$ cat src/rtl/arbitro_1.sv
// ---------------------------------------------------------------------------
// arbitro_1 : 4-to-1 merging arbiter, transaction-layer ingress side.
//
// Pops words from four per-class first-word-fall-through FIFOs and pushes
// them, tagged with their class, into one shared downstream FIFO. Classes
// are served round-robin with at most BURST consecutive words per grant;
// downstream Almost_full stalls popping in the same cycle.
//
// Ports:
//   clk          rising-edge clock
//   reset_L      asynchronous active-low reset
//   FIFO_empty   bit i high = input FIFO i empty
//   data_in0..3  head word of input FIFO i (valid while FIFO_empty[i]=0)
//   Almost_full  downstream FIFO almost full
//   Pop          one-hot or zero pop strobe to input FIFO i (combinational)
//   Push         push strobe to the downstream FIFO (registered)
//   data_out     word being pushed (registered, held while Push=0)
//   class_out    class index of data_out (registered, held while Push=0)
// ---------------------------------------------------------------------------
module arbitro_1 #(
    parameter int unsigned DATA_W = 6,
    parameter int unsigned BURST  = 4
) (
    input  logic              clk,
    input  logic              reset_L,
    input  logic [3:0]        FIFO_empty,
    input  logic [DATA_W-1:0] data_in0,
    input  logic [DATA_W-1:0] data_in1,
    input  logic [DATA_W-1:0] data_in2,
    input  logic [DATA_W-1:0] data_in3,
    input  logic              Almost_full,
    output logic [3:0]        Pop,
    output logic              Push,
    output logic [DATA_W-1:0] data_out,
    output logic [1:0]        class_out
);

    typedef enum logic [1:0] {
        StIdle  = 2'd0,
        StServe = 2'd1,
        StHold  = 2'd2
    } state_e;

    localparam logic [3:0] BurstLast = 4'(BURST - 1);

    state_e            r_state;
    state_e            w_state_next;
    logic [1:0]        r_grant;
    logic [1:0]        w_grant_next;
    logic [3:0]        r_burst_cnt;
    logic [3:0]        w_burst_cnt_next;
    logic              r_push;
    logic [DATA_W-1:0] r_data;
    logic [1:0]        r_class;

    logic              w_search_hit;
    logic [1:0]        w_search_idx;
    logic [1:0]        w_cand;
    logic              w_pop_en;
    logic [DATA_W-1:0] w_data_sel;

    // Next non-empty class in the order grant+1, grant+2, grant+3, grant.
    // The current grant comes last so it is only re-picked when it is the
    // sole non-empty source.
    always_comb begin
        w_search_hit = 1'b0;
        w_search_idx = r_grant;
        w_cand       = r_grant;
        for (int k = 1; k <= 4; k++) begin
            w_cand = r_grant + 2'(k);
            if (!w_search_hit && !FIFO_empty[w_cand]) begin
                w_search_hit = 1'b1;
                w_search_idx = w_cand;
            end
        end
    end

    // Pop only the granted class, only when it has data and downstream has room.
    always_comb begin
        w_pop_en = (r_state == StServe) && !FIFO_empty[r_grant] && !Almost_full;
        Pop      = w_pop_en ? (4'b0001 << r_grant) : 4'b0000;
    end

    always_comb begin
        unique case (r_grant)
            2'd0:    w_data_sel = data_in0;
            2'd1:    w_data_sel = data_in1;
            2'd2:    w_data_sel = data_in2;
            default: w_data_sel = data_in3;
        endcase
    end

    always_comb begin
        w_state_next     = r_state;
        w_grant_next     = r_grant;
        w_burst_cnt_next = r_burst_cnt;
        case (r_state)
            StIdle: begin
                if (!Almost_full && w_search_hit) begin
                    w_grant_next     = w_search_idx;
                    w_burst_cnt_next = 4'd0;
                    w_state_next     = StServe;
                end
            end
            StServe: begin
                if (Almost_full) begin
                    // Grant and burst count survive the stall.
                    w_state_next = StHold;
                end else if (w_pop_en) begin
                    if (r_burst_cnt == BurstLast) begin
                        // Burst exhausted: rotate in the same cycle, no bubble.
                        // The granted FIFO is non-empty here, so the search hits.
                        w_burst_cnt_next = 4'd0;
                        w_grant_next     = w_search_idx;
                    end else begin
                        w_burst_cnt_next = r_burst_cnt + 4'd1;
                    end
                end else begin
                    // Granted FIFO ran dry: move on, or park if nobody has data.
                    w_burst_cnt_next = 4'd0;
                    if (w_search_hit) begin
                        w_grant_next = w_search_idx;
                    end else begin
                        w_state_next = StIdle;
                    end
                end
            end
            StHold: begin
                if (!Almost_full) begin
                    w_state_next = StServe;
                end
            end
            default: begin
                w_state_next = StIdle;
            end
        endcase
    end

    always_ff @(posedge clk or negedge reset_L) begin
        if (!reset_L) begin
            r_state     <= StIdle;
            r_grant     <= 2'd3;
            r_burst_cnt <= 4'd0;
        end else begin
            r_state     <= w_state_next;
            r_grant     <= w_grant_next;
            r_burst_cnt <= w_burst_cnt_next;
        end
    end

    always_ff @(posedge clk or negedge reset_L) begin
        if (!reset_L) begin
            r_push  <= 1'b0;
            r_data  <= '0;
            r_class <= 2'd0;
        end else begin
            r_push <= w_pop_en;
            if (w_pop_en) begin
                r_data  <= w_data_sel;
                r_class <= r_grant;
            end
        end
    end

    assign Push      = r_push;
    assign data_out  = r_data;
    assign class_out = r_class;

endmodule

$ cat config.mk
export PLATFORM = sky130hd
export DESIGN_NAME = arbitro_1
export DESIGN_NICKNAME = d
export VERILOG_FILES = /design/src/rtl/arbitro_1.sv
export SDC_FILE = /design/constraint.sdc
export NUM_CORES = 1
export LEC_CHECK = 0
export CAP_MARGIN = 20
export CORE_MARGIN = 2
export CORE_UTILIZATION = 65
export DETAILED_ROUTE_END_ITERATION = 12
export DONT_BUFFER_PORTS = 1
export HOLD_SLACK_MARGIN = 0.03
export PLACE_DENSITY_LB_ADDON = 0.25
export SLEW_MARGIN = 20
export SYNTH_ARGS = -nofsm -noshare
export SYNTH_HDL_FRONTEND = slang
export SYNTH_SLANG_ARGS = --single-unit
export TNS_END_PERCENT = 5
$ cat constraint.sdc
create_clock -name clk -period 5.62 [get_ports clk]
set_input_delay 1.124 -clock clk [delete_from_list [all_inputs] [get_ports clk]]
set_output_delay 1.124 -clock clk [all_outputs]
set_load 0.03 [all_outputs]
# After elaboration in Yosys (flattened, before gate mapping)
# Index checks and enable logic that the tools add are counted.
totals:
  mem_bits_rw: 0
  rom_bits: 0
  n_memories: 0
  ff_bits: 17
  latch_bits: 0
op_classes:
  n_addsub: 4
  bitwise_logic: 0
  n_reduce_logical: 18
  n_div: 0
  n_mux: 35
  n_lt_le_gt_ge: 4
  n_eq_ne: 12
  shift: 1
  mul: 0
ops:
  columns: ["operator", "count"]
  rows:
  - ["$mux W2", 14]
  - ["$mux W4", 5]
  - ["$pmux W6 S3", 1]
  - ["$lt A2 B3 Y1 const B", 4]
  - ["$ne A3 B3 Y1 const B", 3]
  - ["$bmux W1 S2", 4]
  - ["$mux W1", 8]
  - ["$pmux W4 S2", 1]
  - ["$logic_and A1 B1 Y1", 6]
  - ["$logic_not A1 Y1", 6]
  - ["$ne A2 B2 Y1 const B", 3]
  - ["$pmux W2 S3", 1]
  - ["$reduce_and A5 Y1", 1]
  - ["$add A2 B2 Y2 const B", 2]
  - ["$add A4 B1 Y4 const B", 1]
  - ["$eq A2 B1 Y1 const B", 2]
  - ["$eq A2 B2 Y1 const B", 2]
  - ["$eq A4 B2 Y1 const B", 1]
  - ["$logic_not A2 Y1", 2]
  - ["$pmux W2 S2", 1]
  - ["$reduce_and A4 Y1", 1]
  - ["$shl A1 B2 Y4 const A", 1]
  - ["$ne A3 B2 Y1 const B", 1]
  - ["$reduce_and A3 Y1", 1]
  - ["other kinds (2)", 2]

# Depth between registers and ports, before layout
# Gate-level depths: netlist (run 1).
depth:
  depth_word: 16
  depth_mapped: 7
  mapped_depth_nobuf: 6

# Worst setup path after synthesis (run 1)
# Ideal clock, no wire load.
synth_path:
  path_type: "in2out"
  from: "input port FIFO_empty[3]"
  to: "output port Pop[0]"
  t_required_ns: 4.496
  cell_stages: 4
  slack_ns: 2.072
  arrival_time_ns: 2.424
  path_buffers: 1
  path_cell_list: "mux4_2 > nor4_4 > buf_6 > and2_2"
synth_via:
  elab_chain_cells: 6
synth_lines:
  columns: ["element", "line", "source"]
  rows:
  - ["from (decl)", "26", "input logic [3:0] FIFO_empty,"]
  - ["$bmux W1 S2", "80", "w_pop_en = (r_state == StServe) && !FIFO_empty[r_grant] && !Almost_full;"]
  - ["$mux W1 (not written as such)", "80", null]
  - ["$logic_not A1 Y1", "80", null]
  - ["$logic_and A1 B1 Y1 (2 in a row)", "80", null]
  - ["via w_pop_en", "59", "logic w_pop_en;"]
  - ["$mux W4", "81", "Pop = w_pop_en ? (4'b0001 << r_grant) : 4'b0000;"]
  - ["to (decl)", "32", "output logic [3:0] Pop,"]
# The timed path passes the listed nets, and every way through them passes these cells. The select of a mux whose other input is x is not followed.

# Final worst setup path (run 1)
layout_path:
  from: "input port FIFO_empty[3]"
  to: "output port Pop[3]"
layout_via:
  elab_chain_cells: 6
layout_lines:
  columns: ["element", "line"]
  rows:
  - ["$bmux W1 S2", "80"]
  - ["$mux W1 (not written as such)", "80"]
  - ["$logic_not A1 Y1", "80"]
  - ["$logic_and A1 B1 Y1 (2 in a row)", "80"]
  - ["$mux W4", "81"]
# No other way between the ends. The select of a mux whose other input is x is not followed.

==> results of run 1 <==
==> per-layer routing <==
metal  global-route usage, %  routed length, µm  part of all wire (%)  vias up
met5                       0                  0                     0        -
met2                    40.3               1150                    51       40
met3                    5.95                173                   7.7        5
met1                    26.6                886                    39      442
li1                        -                  -                     -      415
met4                    8.57                 41                   1.8        0
==> how the worst max path moves through the flow <==
stage | from | endpoint | slack [ns] | cells after the start
finish | FIFO_empty[3] | Pop[3] | 1.77 | 3
global route | FIFO_empty[3] | Pop[3] | 1.69 | 3
CTS | FIFO_empty[3] | Pop[3] | 1.75 | 3
detailed placement | FIFO_empty[3] | Pop[3] | 1.75 | 3
global placement | FIFO_empty[3] | Pop[3] | 1.80 | 3
floorplan | FIFO_empty[3] | Pop[0] | 2.07 | 4
==> per-stage QoR <==
stage          power [W]  hold slack [ns]  instance area (µm²)
4_1_cts         0.000593            0.496                 1160
3_3_place_gp    0.000510            0.522                 1130
6_report        0.000590            0.505                 1160
2_1_floorplan   0.000486            0.497                 1150
3_5_place_dp    0.000527            0.526                 1130
5_1_grt         0.000637            0.474                 1160
==> kinds of logic after synthesis <==
kind of cell | share of synthesized area, %
AND/OR/NAND/NOR | 14.9
AO/OA/AOI/OAI | 18.2
flip-flops | 37.3
multiplexers | 16.6
buffers and inverters | 5.01
adder cells (fa/ha/maj) | 6.54
XOR/XNOR | 1.53
==> worst reg2reg max path, stage by stage (launching register included) <==
cell	delay (ns)
dfstp_2	0.69
mux4_2	0.59
nor4_4	0.71
mux2_2	0.42
==> cells in the mapped netlist (4+ instances only) <==
cell type	count	area, µm²
mux2_2	9	101
a222oi_1	6	60.1
dfrtp_1	15	375
ha_1	6	75.1
nor2_1	5	18.8
o21ai_0	8	40.0
and2_2	4	30.0
nand2_1	9	33.8
mux2i_1	4	40.0
inv_1	6	22.5
==> sequential cells by signal, summed over array words and instances (netlist names) <==
signal and flops:
Push 1, class_out 2, data_out 6, r_burst_cnt 4, r_grant 2, r_state 2
==> area by class of cell <==
class                   instances  area share, %
multi-input cells              81           57.1
flip-flops and latches         17           36.8
clock buffers                   3           1.94
inverters                       6           1.94
well taps                      17           1.83
clock inverters                 1          0.431
==> power by group <==
part | total, W | internal (W) | switching [W]
clock | 0.0000666 | 0.0000265 | 0.0000400
sequential | 0.000275 | 0.000168 | 0.000108
combinational | 0.000248 | 0.000124 | 0.000124
total | 0.000590 | 0.000318 | 0.000272
==> flow_summary.html, run 1 <==
<table>
<tr><th>Metric</th><th>Value</th></tr>
<tr><th colspan="2">Synth</th></tr>
<tr><td>Proportion of synthesized chip area in sequential cells</td><td>37.3%</td></tr>
<tr><td>Async set or reset register ratio after synthesis</td><td>100%</td></tr>
<tr><td>Post-synth EDFFs</td><td>0</td></tr>
<tr><td>Post-synth design cell area</td><td>around 0.0011 mm²</td></tr>
<tr><td>Most used flip-flop cell after synthesis</td><td>dfrtp_1</td></tr>
<tr><td>Count of different cell masters after synthesis</td><td>38</td></tr>
<tr><td>Ys Warns</td><td>0</td></tr>
<tr><td>Synthesized area per cell</td><td>10.5 µm²</td></tr>
<tr><td>Synthesized Nets</td><td>146</td></tr>
<tr><td>Instance count of the mapped netlist</td><td>roughly 110</td></tr>
<tr><td>Number of flip-flops and latches in the synthesized netlist</td><td>17</td></tr>
<tr><th colspan="2">Clock network</th></tr>
<tr><td>Insertion delay of the later-clocked pin in the worst-skew pair</td><td>roughly 0.3 ns</td></tr>
<tr><td>TritonCTS clock tree</td><td>built</td></tr>
<tr><td>CTS max path bufs</td><td>2</td></tr>
<tr><td>Cts hold-fix bufs</td><td>0</td></tr>
<tr><td>CTS root buffer</td><td>clkbuf_4</td></tr>
<tr><td>Clk sinks</td><td>17</td></tr>
<tr><td>Total clock buffers created by CTS</td><td>3</td></tr>
<tr><td>Clk slew on worst S/H paths</td><td>0.10 ns</td></tr>
<tr><td>Post_cts resized</td><td>0</td></tr>
<tr><td>H-tree level count</td><td>1</td></tr>
<tr><td>Number of setup buffers added after CTS</td><td>0</td></tr>
<tr><th colspan="2">Placement</th></tr>
<tr><td>Port Buffers</td><td>0</td></tr>
<tr><td>Worst-case setup slack after placement</td><td>around 1.7 ns</td></tr>
<tr><td>Global placement routability congestion</td><td>0.779</td></tr>
<tr><td>Placed instance count</td><td>121</td></tr>
<tr><td>Estimated wirelength of the detail-placed design</td><td>1740 µm</td></tr>
<tr><th colspan="2">Cells and area</th></tr>
<tr><td>Final nets</td><td>146</td></tr>
<tr><td>Number of standard cells in the layout, taps in and fillers out</td><td>125</td></tr>
<tr><td>Area added between synthesis and finish</td><td>1.20%</td></tr>
<tr><td>Storage element area</td><td>428 µm²</td></tr>
<tr><td>Leading cell type in the layout, fill and taps excluded</td><td>dfrtp_1</td></tr>
<tr><td>Fill cell total of the finished layout</td><td>around 140</td></tr>
<tr><td>Highest-count cells in the layout ignoring fill and taps</td><td>dfrtp_1 (15), nand2_1 (9), mux2_2 (9), o21ai_0 (8)</td></tr>
<tr><td>Count of antenna diodes in the layout</td><td>0</td></tr>
<tr><td>Share of layout cells above drive strength 1</td><td>22.2%</td></tr>
<tr><td>Final core utilization</td><td>68.8%</td></tr>
<tr><td>Combined area of the multi-input logic cells</td><td>663 µm²</td></tr>
<tr><th colspan="2">Route</th></tr>
<tr><td>Initial drt markers</td><td>43</td></tr>
<tr><td>Per-cell via count in the routed design</td><td>~7.2</td></tr>
<tr><td>Number of iterations in the first detailed-routing pass</td><td>5</td></tr>
<tr><td>Post-DR wirelength/cell</td><td>about 18 µm</td></tr>
<tr><td>Number of nets still failing antenna checks after routing</td><td>0</td></tr>
<tr><td>Via Count</td><td>around 900</td></tr>
<tr><td>Post-route DRC</td><td>0</td></tr>
<tr><td>Final routed wirelength across all metal layers</td><td>2250 µm</td></tr>
<tr><th colspan="2">Critical path</th></tr>
<tr><td>Capture point of the worst reg-to-reg path</td><td>data_out[1]</td></tr>
<tr><td>WP data required</td><td>4.50 ns</td></tr>
<tr><td>Source of the worst register-to-register timing path</td><td>r_grant[0]</td></tr>
<tr><td>Startpoint Class</td><td>input port</td></tr>
<tr><td>Bufs and invs on worst path</td><td>0</td></tr>
<tr><td>Delay contributed by the slowest stage of the critical path</td><td>0.71 ns</td></tr>
<tr><td>Max stage delay cell, worst path</td><td>nor4_4</td></tr>
<tr><td>Worst R2R Path Depth</td><td>3</td></tr>
<tr><td>Critical path cell sequence</td><td>mux4_2, nor4_4, and2_2</td></tr>
<tr><td>Peak fanout along the critical path</td><td>18</td></tr>
<tr><td>Reg2reg setup slack</td><td>3.10 ns</td></tr>
<tr><td>Data arrival at the endpoint of the critical path</td><td>around 2.7 ns</td></tr>
<tr><td>Largest delay share family, worst path</td><td>simple AND/OR/NAND/NOR gates</td></tr>
<tr><td>CP Class</td><td>input port to primary output</td></tr>
<tr><td>Endpoint type of the worst setup path</td><td>primary output</td></tr>
<tr><th colspan="2">Pwr</th></tr>
<tr><td>Static leakage power</td><td>0.498 nW</td></tr>
<tr><td>Maximum vdd ir drop</td><td>0.330 mV</td></tr>
<tr><td>Cell area power density</td><td>508 mW/mm²</td></tr>
<tr><th colspan="2">Job</th></tr>
<tr><td>Number of max-cap violations</td><td>0</td></tr>
<tr><th colspan="2">STA</th></tr>
<tr><td>Post-route worst setup slack</td><td>1.77 ns</td></tr>
<tr><td>Maximum clock frequency</td><td>between 200 and 300 MHz</td></tr>
<tr><td>Final clock period utilization by the worst path</td><td>68.4%</td></tr>
<tr><td>Fin Setup TNS</td><td>0 ns</td></tr>
<tr><td>Hold violation total from the final report</td><td>0</td></tr>
<tr><td>Actual slew at the worst max-slew pin</td><td>0.920 ns</td></tr>
<tr><td>RSZ-0062 raised after global routing</td><td>no</td></tr>
<tr><td>Final Critical Period</td><td>slightly below 4 ns</td></tr>
<tr><td>Final slew viol count</td><td>0</td></tr>
<tr><td>Slew margin rel.</td><td>about two fifths</td></tr>
<tr><td>Setup skew after layout</td><td>0.00582 ns</td></tr>
<tr><td>Number of setup violations in the final report</td><td>0</td></tr>
<tr><th colspan="2">Floorplan</th></tr>
<tr><td>Ports placed on the boundary</td><td>44</td></tr>
<tr><td>Row count</td><td>15</td></tr>
<tr><td>Initial core utilization</td><td>about 68%</td></tr>
<tr><td>Die ar.</td><td>0.00212 mm²</td></tr>
<tr><td>Chip width</td><td>46.0 µm</td></tr>
<tr><td>Die span in y</td><td>roughly 46 µm</td></tr>
<tr><td>Core area</td><td>0.00169 mm²</td></tr>
<tr><th colspan="2">Global routing</th></tr>
<tr><td>Via count of the first global-routing pass</td><td>roughly 790</td></tr>
<tr><td>Antenna violations before repair</td><td>0</td></tr>
<tr><td>Total GRT Usage</td><td>23.0%</td></tr>
<tr><td>Wire length of the first global-routing pass</td><td>3480 µm</td></tr>
<tr><td>GRT Residual Overflow</td><td>0</td></tr>
<tr><td>Largest net degree at the start of global routing</td><td>19</td></tr>
<tr><th colspan="2">Run status</th></tr>
<tr><td>Status</td><td>finished clean</td></tr>
<tr><th colspan="2">Min path</th></tr>
<tr><td>Kind of path behind the tightest hold check</td><td>input port to asynchronous set/reset pin</td></tr>
</table>
No activity file was read; power rests on OpenSTA's default activity.
==> run 2, diff against run 1 <==
--- a/config.mk
+++ b/config.mk
@@ -7,7 +7,7 @@
 export LEC_CHECK = 0
 export CAP_MARGIN = 20
 export CORE_MARGIN = 2
-export CORE_UTILIZATION = 65
+export CORE_UTILIZATION = 61
 export DETAILED_ROUTE_END_ITERATION = 12
 export DONT_BUFFER_PORTS = 1
 export HOLD_SLACK_MARGIN = 0.03
==> constraint.sdc (replaced) <==
create_clock -name clk -period 4 [get_ports clk]
set_input_delay 0.8 -clock clk [delete_from_list [all_inputs] [get_ports clk]]
set_output_delay 0.8 -clock clk [all_outputs]
set_load 0.03 [all_outputs]
==> flow_summary.html, run 2 (synthesis gave the netlist of run 1 again) <==
<table>
<tr><th>Metric</th><th>Value</th></tr>
<tr><th colspan="2">Cells and area</th></tr>
<tr><td>Max reg flops</td><td>6 (unchanged)</td></tr>
<tr><td>Number of standard cells in the layout, taps in and fillers out</td><td>134 (+7.2%)</td></tr>
<tr><td>Count of antenna diodes in the layout</td><td>0 (unchanged)</td></tr>
<tr><td>Cell area after layout</td><td>0.00118 mm² (+1.5%)</td></tr>
<tr><td>Final nets</td><td>147 (+0.68%)</td></tr>
<tr><td>Share of layout cells above drive strength 1</td><td>22.9% (+0.71 points)</td></tr>
<tr><td>Area added between synthesis and finish</td><td>2.72%</td></tr>
<tr><td>Leading cell type in the layout, fill and taps excluded</td><td>dfrtp_1</td></tr>
<tr><td>Fill cell total of the finished layout</td><td>145 (+2.1%)</td></tr>
<tr><td>Highest-count cells in the layout ignoring fill and taps</td><td>dfrtp_1 (15), nand2_1 (9), mux2_2 (9), o21ai_0 (8)</td></tr>
<tr><th colspan="2">Clock network</th></tr>
<tr><td>TritonCTS clock tree</td><td>built</td></tr>
<tr><td>Clk sinks</td><td>17 (unchanged)</td></tr>
<tr><td>H-tree level count</td><td>1 (unchanged)</td></tr>
<tr><td>CTS max path bufs</td><td>2 (unchanged)</td></tr>
<tr><td>CTS root buffer</td><td>clkbuf_4</td></tr>
<tr><td>Post_cts resized</td><td>0 (unchanged)</td></tr>
<tr><td>Number of setup buffers added after CTS</td><td>0 (unchanged)</td></tr>
<tr><td>Insertion delay of the later-clocked pin in the worst-skew pair</td><td>0.29 ns (about the same)</td></tr>
<tr><td>Clk slew on worst S/H paths</td><td>0.10 ns (about the same)</td></tr>
<tr><td>Total clock buffers created by CTS</td><td>3 (unchanged)</td></tr>
<tr><td>Cts hold-fix bufs</td><td>0 (unchanged)</td></tr>
<tr><th colspan="2">Route</th></tr>
<tr><td>Initial drt markers</td><td>30 (-30%)</td></tr>
<tr><td>Per-cell via count in the routed design</td><td>6.54 (-9.4%)</td></tr>
<tr><td>Via Count</td><td>876 (-2.9%)</td></tr>
<tr><td>Number of iterations in the first detailed-routing pass</td><td>6 (+1)</td></tr>
<tr><td>Final routed wirelength across all metal layers</td><td>2230 µm (-0.89%)</td></tr>
<tr><td>Number of nets still failing antenna checks after routing</td><td>0 (unchanged)</td></tr>
<tr><td>Post-route DRC</td><td>0 (unchanged)</td></tr>
<tr><td>Post-DR wirelength/cell</td><td>16.7 µm (-7.5%)</td></tr>
<tr><th colspan="2">STA</th></tr>
<tr><td>Maximum clock frequency</td><td>328 MHz</td></tr>
<tr><td>Final slew viol count</td><td>0 (unchanged)</td></tr>
<tr><td>Setup skew after layout</td><td>0.00346 ns (-0.00236 ns)</td></tr>
<tr><td>Number of setup violations in the final report</td><td>0 (unchanged)</td></tr>
<tr><td>RSZ-0062 raised after global routing</td><td>no</td></tr>
<tr><td>Fin Setup TNS</td><td>0 ns (unchanged)</td></tr>
<tr><td>Hold violation total from the final report</td><td>0 (unchanged)</td></tr>
<tr><td>Slew margin rel.</td><td>62.1% (+24 points)</td></tr>
<tr><td>Final clock period utilization by the worst path</td><td>between 70 and 80%</td></tr>
<tr><td>Post-route worst setup slack</td><td>0.954 ns (-0.820 ns)</td></tr>
<tr><td>Final Critical Period</td><td>between 3 and 4 ns</td></tr>
<tr><td>Actual slew at the worst max-slew pin</td><td>0.563 ns (-0.357 ns)</td></tr>
<tr><th colspan="2">Run status</th></tr>
<tr><td>Status</td><td>finished clean</td></tr>
<tr><th colspan="2">Floorplan</th></tr>
<tr><td>Die ar.</td><td>0.00225 mm² (+6.0%)</td></tr>
<tr><td>Initial core utilization</td><td>65.8% (-2.2 points)</td></tr>
<tr><td>Chip width</td><td>47.4 µm (+3.0%)</td></tr>
<tr><td>Row count</td><td>15 (unchanged)</td></tr>
<tr><td>Core area</td><td>0.00175 mm² (+3.3%)</td></tr>
<tr><td>Ports placed on the boundary</td><td>44 (unchanged)</td></tr>
<tr><td>Die span in y</td><td>47.4 µm (+3.0%)</td></tr>
<tr><th colspan="2">Placement</th></tr>
<tr><td>Worst-case setup slack after placement</td><td>1.23 ns (-0.523 ns)</td></tr>
<tr><td>Global placement routability congestion</td><td>0.694 (-11%)</td></tr>
<tr><td>Port Buffers</td><td>0 (unchanged)</td></tr>
<tr><td>Estimated wirelength of the detail-placed design</td><td>1670 µm (-4.0%)</td></tr>
<tr><td>Standard cell area after detailed placement</td><td>0.00115 mm² (+1.5%)</td></tr>
<tr><td>Placed instance count</td><td>130 (+7.4%)</td></tr>
<tr><th colspan="2">Pwr</th></tr>
<tr><td>Static leakage power</td><td>0.503 nW (+1.1%)</td></tr>
<tr><td>Maximum vdd ir drop</td><td>0.345 mV (+4.6%)</td></tr>
<tr><td>Cell area power density</td><td>701 mW/mm² (+38%)</td></tr>
<tr><th colspan="2">Critical path</th></tr>
<tr><td>Peak fanout along the critical path</td><td>18 (unchanged)</td></tr>
<tr><td>CP Class</td><td>flop to primary output</td></tr>
<tr><td>Startpoint Class</td><td>flop</td></tr>
<tr><td>Endpoint type of the worst setup path</td><td>primary output</td></tr>
<tr><td>Data arrival at the endpoint of the critical path</td><td>2.25 ns (-0.47 ns)</td></tr>
<tr><td>WP data required</td><td>3.20 ns (-1.30 ns)</td></tr>
<tr><th colspan="2">Min path</th></tr>
<tr><td>Kind of path behind the tightest hold check</td><td>input port to asynchronous set/reset pin</td></tr>
<tr><th colspan="2">Global routing</th></tr>
<tr><td>Largest net degree at the start of global routing</td><td>19 (unchanged)</td></tr>
<tr><td>GRT Residual Overflow</td><td>0 (unchanged)</td></tr>
<tr><td>Total GRT Usage</td><td>22.2% (-0.85 points)</td></tr>
<tr><td>Wire length of the first global-routing pass</td><td>3420 µm (-1.8%)</td></tr>
<tr><td>Via count of the first global-routing pass</td><td>795 (+0.13%)</td></tr>
<tr><td>Antenna violations before repair</td><td>0 (unchanged)</td></tr>
<tr><th colspan="2">Job</th></tr>
<tr><td>Number of max-cap violations</td><td>0 (unchanged)</td></tr>
</table>
-- run 2: power breakdown --
part	switching, W	leakage, nW	internal [W]
combinational	0.000173	0.270	0.000176
sequential	0.000151	0.216	0.000235
clock	0.0000545	0.0177	0.0000372
total	0.000378	0.503	0.000449
-- run 2: area by class of cell --
type,count,area [µm²],area share (%)
Inverter,6,22.5,1.91
Sequential cell,17,428,36.3
Multi-Input combinational cell,81,663,56.2
Timing Repair Buffer,1,7.51,0.636
Tap cell,25,31.3,2.65
Clock inverter,1,5.00,0.424
Clock buffer,3,22.5,1.91
-- run 2: critical path, stage by stage, from the launching register on --
cell and delay (ns):
dfstp_2 0.69, mux4_2 0.59, nor4_4 0.14, buf_4 0.26, and2_2 0.28
-- run 2: final timing paths --
| kind | endpoint | depth (start not counted) | slack, ns | from |
|---|---|---|---|---|
| worst min register to register | r_burst_cnt[1] | 1 | 0.57 | r_burst_cnt[1] |
| min in group clk | r_burst_cnt[1] | 1 | 0.57 | r_burst_cnt[1] |
| worst min-delay path | r_state[1] | 0 | 0.19 | reset_L |
| worst max-delay path | Pop[2] | 4 | 0.95 | r_grant[0] |
| worst max register to register | data_out[5] | 4 | 1.86 | r_grant[0] |
| max in group asynchronous | r_grant[1] | 0 | 3.64 | reset_L |
-- run 2: metrics by stage --
step	hold slack, ns	utilization [%]	total power, W
global placement	0.505	66.0	0.000722
detailed placement	0.505	66.0	0.000740
finish	0.189	67.6	0.000827
floorplan	0.497	-	0.000683
global route	0.159	67.6	0.000894
CTS	0.182	67.6	0.000830
-- run 2: routing by layer --
| metal | track usage, % | up-vias | share of wire (%) |
|---|---|---|---|
| met4 | 10.0 | 0 | 1.7 |
| met2 | 37.3 | 34 | 48 |
| li1 | - | 417 | - |
| met3 | 5.38 | 5 | 5.6 |
| met1 | 26.5 | 420 | 44 |
| met5 | 0 | - | 0 |
==> run 3, diff against run 2 <==
--- a/config.mk
+++ b/config.mk
@@ -5,9 +5,10 @@
 export SDC_FILE = /design/constraint.sdc
 export NUM_CORES = 1
 export LEC_CHECK = 0
+export ABC_AREA = 1
 export CAP_MARGIN = 20
 export CORE_MARGIN = 2
-export CORE_UTILIZATION = 61
+export CORE_UTILIZATION = 56
 export DETAILED_ROUTE_END_ITERATION = 12
 export DONT_BUFFER_PORTS = 1
 export HOLD_SLACK_MARGIN = 0.03
==> constraint.sdc (replaced) <==
create_clock -name clk -period 2.5 [get_ports clk]
set_input_delay 0.5 -clock clk [delete_from_list [all_inputs] [get_ports clk]]
set_output_delay 0.5 -clock clk [all_outputs]
set_load 0.03 [all_outputs]
==> flow_summary.html, run 3 <==
<table>
<tr><th>Metric</th><th>Value</th></tr>
<tr><th colspan="2">Placement</th></tr>
<tr><td>Standard cell area after detailed placement</td><td>0.00129 mm² (+12%)</td></tr>
<tr><td>Placed instance count</td><td>192 (+48%)</td></tr>
<tr><td>Global placement routability congestion</td><td>0.875 (+26%)</td></tr>
<tr><td>Estimated wirelength of the detail-placed design</td><td>2190 µm (+31%)</td></tr>
<tr><td>Port Buffers</td><td>0 (unchanged)</td></tr>
<tr><th colspan="2">STA</th></tr>
<tr><td>Final Critical Period</td><td>2.27 ns</td></tr>
<tr><td>Final slew viol count</td><td>0 (unchanged)</td></tr>
<tr><td>Final clock period utilization by the worst path</td><td>between 90% and 100%</td></tr>
<tr><td>Slew margin rel.</td><td>46.3% (-16 points)</td></tr>
<tr><td>Fin Setup TNS</td><td>0 ns (unchanged)</td></tr>
<tr><td>RSZ-0062 raised after global routing</td><td>no</td></tr>
<tr><td>Setup skew after layout</td><td>0.000761 ns (-0.00270 ns)</td></tr>
<tr><td>Number of setup violations in the final report</td><td>0 (unchanged)</td></tr>
<tr><td>Maximum clock frequency</td><td>between 400 and 500 MHz</td></tr>
<tr><td>Actual slew at the worst max-slew pin</td><td>0.803 ns (+0.240 ns)</td></tr>
<tr><td>Hold violation total from the final report</td><td>0 (unchanged)</td></tr>
<tr><th colspan="2">Cells and area</th></tr>
<tr><td>Area added between synthesis and finish</td><td>5.79%</td></tr>
<tr><td>Highest-count cells in the layout ignoring fill and taps</td><td>nand2_1 (48), nand3_1 (16), dfrtp_1 (15), inv_1 (10), nand2_2 (9)</td></tr>
<tr><td>Number of standard cells in the layout, taps in and fillers out</td><td>197 (+47%)</td></tr>
<tr><td>Final nets</td><td>207 (+41%)</td></tr>
<tr><td>Share of layout cells above drive strength 1</td><td>23.1% (+0.14 points)</td></tr>
<tr><td>Cell area after layout</td><td>0.00133 mm² (+12%)</td></tr>
<tr><td>Leading cell type in the layout, fill and taps excluded</td><td>nand2_1</td></tr>
<tr><td>Max reg flops</td><td>6 (unchanged)</td></tr>
<tr><td>Count of antenna diodes in the layout</td><td>0 (unchanged)</td></tr>
<tr><th colspan="2">Critical path</th></tr>
<tr><td>Capture point of the worst reg-to-reg path</td><td>r_grant[1]</td></tr>
<tr><td>Startpoint Class</td><td>flop</td></tr>
<tr><td>Data arrival at the endpoint of the critical path</td><td>1.77 ns (-0.48 ns)</td></tr>
<tr><td>Endpoint of the most critical setup path</td><td>Pop[2]</td></tr>
<tr><td>WP data required</td><td>2.00 ns (-1.20 ns)</td></tr>
<tr><td>Worst R2R Path Depth</td><td>11 (+7)</td></tr>
<tr><td>Critical Path Start</td><td>r_grant[0]</td></tr>
<tr><td>Reg2reg setup slack</td><td>0.61 ns (-1.25 ns)</td></tr>
<tr><td>Endpoint type of the worst setup path</td><td>primary output</td></tr>
<tr><td>CP Class</td><td>flop to primary output</td></tr>
<tr><td>Peak fanout along the critical path</td><td>11 (-7)</td></tr>
<tr><td>Source of the worst register-to-register timing path</td><td>r_grant[1]</td></tr>
<tr><th colspan="2">Min path</th></tr>
<tr><td>Kind of path behind the tightest hold check</td><td>input port to flop</td></tr>
<tr><th colspan="2">Route</th></tr>
<tr><td>Post-route DRC</td><td>0 (unchanged)</td></tr>
<tr><td>Via Count</td><td>1123 (+28%)</td></tr>
<tr><td>Initial drt markers</td><td>25 (-17%)</td></tr>
<tr><td>Post-DR wirelength/cell</td><td>14.0 µm (-16%)</td></tr>
<tr><td>Per-cell via count in the routed design</td><td>5.70 (-13%)</td></tr>
<tr><td>Number of iterations in the first detailed-routing pass</td><td>4 (-2)</td></tr>
<tr><td>Final routed wirelength across all metal layers</td><td>2760 µm (+23%)</td></tr>
<tr><td>Number of nets still failing antenna checks after routing</td><td>0 (unchanged)</td></tr>
<tr><th colspan="2">Job</th></tr>
<tr><td>Number of max-cap violations</td><td>0 (unchanged)</td></tr>
<tr><th colspan="2">Synth</th></tr>
<tr><td>Parity-gate share of the synthesized area counting xor and xnor cells</td><td>1.40% (-0.13 points)</td></tr>
<tr><td>Ranking of synthesized cells by area</td><td>dfrtp_1 (30%), nand2_1 (14%), nand3_1 (6.4%)</td></tr>
<tr><td>Post-synth design cell area</td><td>0.00125 mm² (+9.2%)</td></tr>
<tr><td>Instance count of the mapped netlist</td><td>163 (+50%)</td></tr>
<tr><td>Synthesized Nets</td><td>200 (+37%)</td></tr>
<tr><td>Async set or reset register ratio after synthesis</td><td>100% (unchanged)</td></tr>
<tr><td>Share of the synthesized area in compound gates (AO/OA/AOI/OAI)</td><td>18.2% (-0.028 points)</td></tr>
<tr><td>Share of Yosys cell area claimed by the top area cell type</td><td>29.9% (-2.7 points)</td></tr>
<tr><td>Count of different cell masters after synthesis</td><td>27 (-29%)</td></tr>
<tr><td>Ys Warns</td><td>0 (unchanged)</td></tr>
<tr><td>Post-synth EDFFs</td><td>0 (unchanged)</td></tr>
<tr><td>Ranking of synthesized cells by instance count</td><td>nand2_1 (48), nand3_1 (16), dfrtp_1 (15)</td></tr>
<tr><td>Fraction of the mapped netlist area in simple logic gates</td><td>32.2% (+17 points)</td></tr>
<tr><td>Cell taking the most area after synthesis</td><td>dfrtp_1</td></tr>
<tr><td>Multiplexer share of the synthesized area</td><td>0% (-17 points)</td></tr>
<tr><td>Number of flip-flops and latches in the synthesized netlist</td><td>17 (unchanged)</td></tr>
<tr><td>Main combinational cell family by area after synthesis</td><td>simple AND/OR/NAND/NOR gates</td></tr>
<tr><td>Synthesized area per cell</td><td>7.69 µm² (-27%)</td></tr>
<tr><td>Synth Area in Adders</td><td>5.99% (-0.55 points)</td></tr>
<tr><td>Proportion of synthesized chip area in sequential cells</td><td>34.1% (-3.1 points)</td></tr>
<tr><td>Most used standard cell by instance count after synthesis</td><td>nand2_1</td></tr>
<tr><td>Most used flip-flop cell after synthesis</td><td>dfrtp_1</td></tr>
<tr><th colspan="2">Floorplan</th></tr>
<tr><td>Die ar.</td><td>0.00263 mm² (+17%)</td></tr>
<tr><td>Row count</td><td>17 (+2)</td></tr>
<tr><td>Initial core utilization</td><td>57.8% (-8.0 points)</td></tr>
<tr><td>Core area</td><td>0.00217 mm² (+24%)</td></tr>
<tr><td>Die span in y</td><td>51.3 µm (+8.3%)</td></tr>
<tr><td>Chip width</td><td>51.3 µm (+8.3%)</td></tr>
<tr><td>Ports placed on the boundary</td><td>44 (unchanged)</td></tr>
<tr><th colspan="2">Run status</th></tr>
<tr><td>Status</td><td>finished clean</td></tr>
<tr><th colspan="2">Global routing</th></tr>
<tr><td>Largest net degree at the start of global routing</td><td>18 (-1)</td></tr>
<tr><td>GRT Residual Overflow</td><td>0 (unchanged)</td></tr>
<tr><td>Wire length of the first global-routing pass</td><td>4420 µm (+29%)</td></tr>
<tr><td>Antenna violations before repair</td><td>0 (unchanged)</td></tr>
<tr><td>Via count of the first global-routing pass</td><td>1062 (+34%)</td></tr>
<tr><td>Total GRT Usage</td><td>22.5% (+0.29 points)</td></tr>
<tr><th colspan="2">Clock network</th></tr>
<tr><td>Clk sinks</td><td>17 (unchanged)</td></tr>
<tr><td>Clk slew on worst S/H paths</td><td>0.10 ns (about the same)</td></tr>
<tr><td>CTS max path bufs</td><td>2 (unchanged)</td></tr>
<tr><td>CTS root buffer</td><td>clkbuf_4</td></tr>
<tr><td>Total clock buffers created by CTS</td><td>3 (unchanged)</td></tr>
<tr><td>Insertion delay of the later-clocked pin in the worst-skew pair</td><td>0.29 ns (about the same)</td></tr>
<tr><td>Post_cts resized</td><td>0 (unchanged)</td></tr>
<tr><td>TritonCTS clock tree</td><td>built</td></tr>
<tr><td>H-tree level count</td><td>1 (unchanged)</td></tr>
<tr><th colspan="2">Pwr</th></tr>
<tr><td>Maximum vdd ir drop</td><td>0.887 mV (+160%)</td></tr>
<tr><td>Cell area power density</td><td>1270 mW/mm² (+81%)</td></tr>
<tr><td>Static leakage power</td><td>0.665 nW (+32%)</td></tr>
</table>
==> run 3: cell count changes after synthesis, moves of 6 or more <==
cell      delta
a222oi_1     -6
mux2_2       -9
nand2_1     +39
nand2_2      +9
nand3_1     +14
o21ai_2      +7
o22ai_1      +6
==> run 3: layout make-up <==
| type | count | area, µm² |
|---|---|---|
| Clock buffer | 3 | 22.5 |
| Clock inverter | 1 | 5.00 |
| Fill cell | 209 | 843 |
| Inverter | 15 | 63.8 |
| Multi-Input combinational cell | 127 | 724 |
| Sequential cell | 17 | 428 |
| Tap cell | 28 | 35.0 |
| Timing Repair Buffer | 6 | 47.5 |
==> run 3: timing repair <==
action	4_1_cts	5_1_grt
endpoints found under the hold margin	17	0
hold buffers	1	0
buffers inserted	0	0
endpoints found under the setup margin	0	0
==> run 3: through the flow <==
step | hold slack (ns) | utilization [%] | setup slack (ns) | total power (W)
after floorplan | 0.204 | - | 0.359 | 0.00137
after global placement | 0.205 | 59.4 | 0.612 | 0.00148
after detailed placement | 0.205 | 59.4 | 0.547 | 0.00153
after CTS | 0.315 | 61.1 | 0.219 | 0.00169
after global routing | 0.309 | 61.1 | 0.105 | 0.00183
final | 0.317 | 61.1 | 0.228 | 0.00168
==> run 3: power breakdown <==
group	switching, W	total [W]	leakage, nW	internal, W
clock network	0.0000918	0.000151	0.0177	0.0000595
logic	0.000579	0.000918	0.431	0.000339
registers	0.000229	0.000609	0.217	0.000381
total	0.000899	0.00168	0.665	0.000779
==> run 3: worst min-delay path by stage <==
stage,start,end,slack (ns),depth (start not counted)
after floorplan,reset_L,Push,0.20,0
after global placement,reset_L,data_out[1],0.20,0
after detailed placement,reset_L,data_out[0],0.20,0
after CTS,Almost_full,r_state[0],0.31,1
after global routing,Almost_full,r_state[0],0.31,1
final,Almost_full,r_state[0],0.32,1
==> run 3: cells by family (layout without fill, tap and decap cells) <==
group / after synthesis / after routing
buffers and inverters: 19 / 25
flip-flops: 17 / 17
adder cells (fa/ha/maj): 6 / 6
XOR/XNOR: 2 / 2
AO/OA/AOI/OAI: 32 / 32
AND/OR/NAND/NOR: 87 / 87
==> run 3: critical path, stage by stage (launching register included) <==
cell	delay [ns]
dfstp_2	0.70
inv_8	0.07
nand2_4	0.07
nand2_2	0.06
nand2_1	0.07
nand2_2	0.07
nor2_4	0.10
inv_2	0.07
nor2_1	0.09
buf_4	0.17
==> run 3: metal layers <==
metal | track usage, % | part of all wire [%] | vias to the layer above
li1 | - | - | 555
met1 | 24.7 | 39 | 516
met2 | 40.7 | 52 | 44
met3 | 4.68 | 6.9 | 8
met4 | 11.0 | 2.0 | 0
met5 | 0 | 0 | -
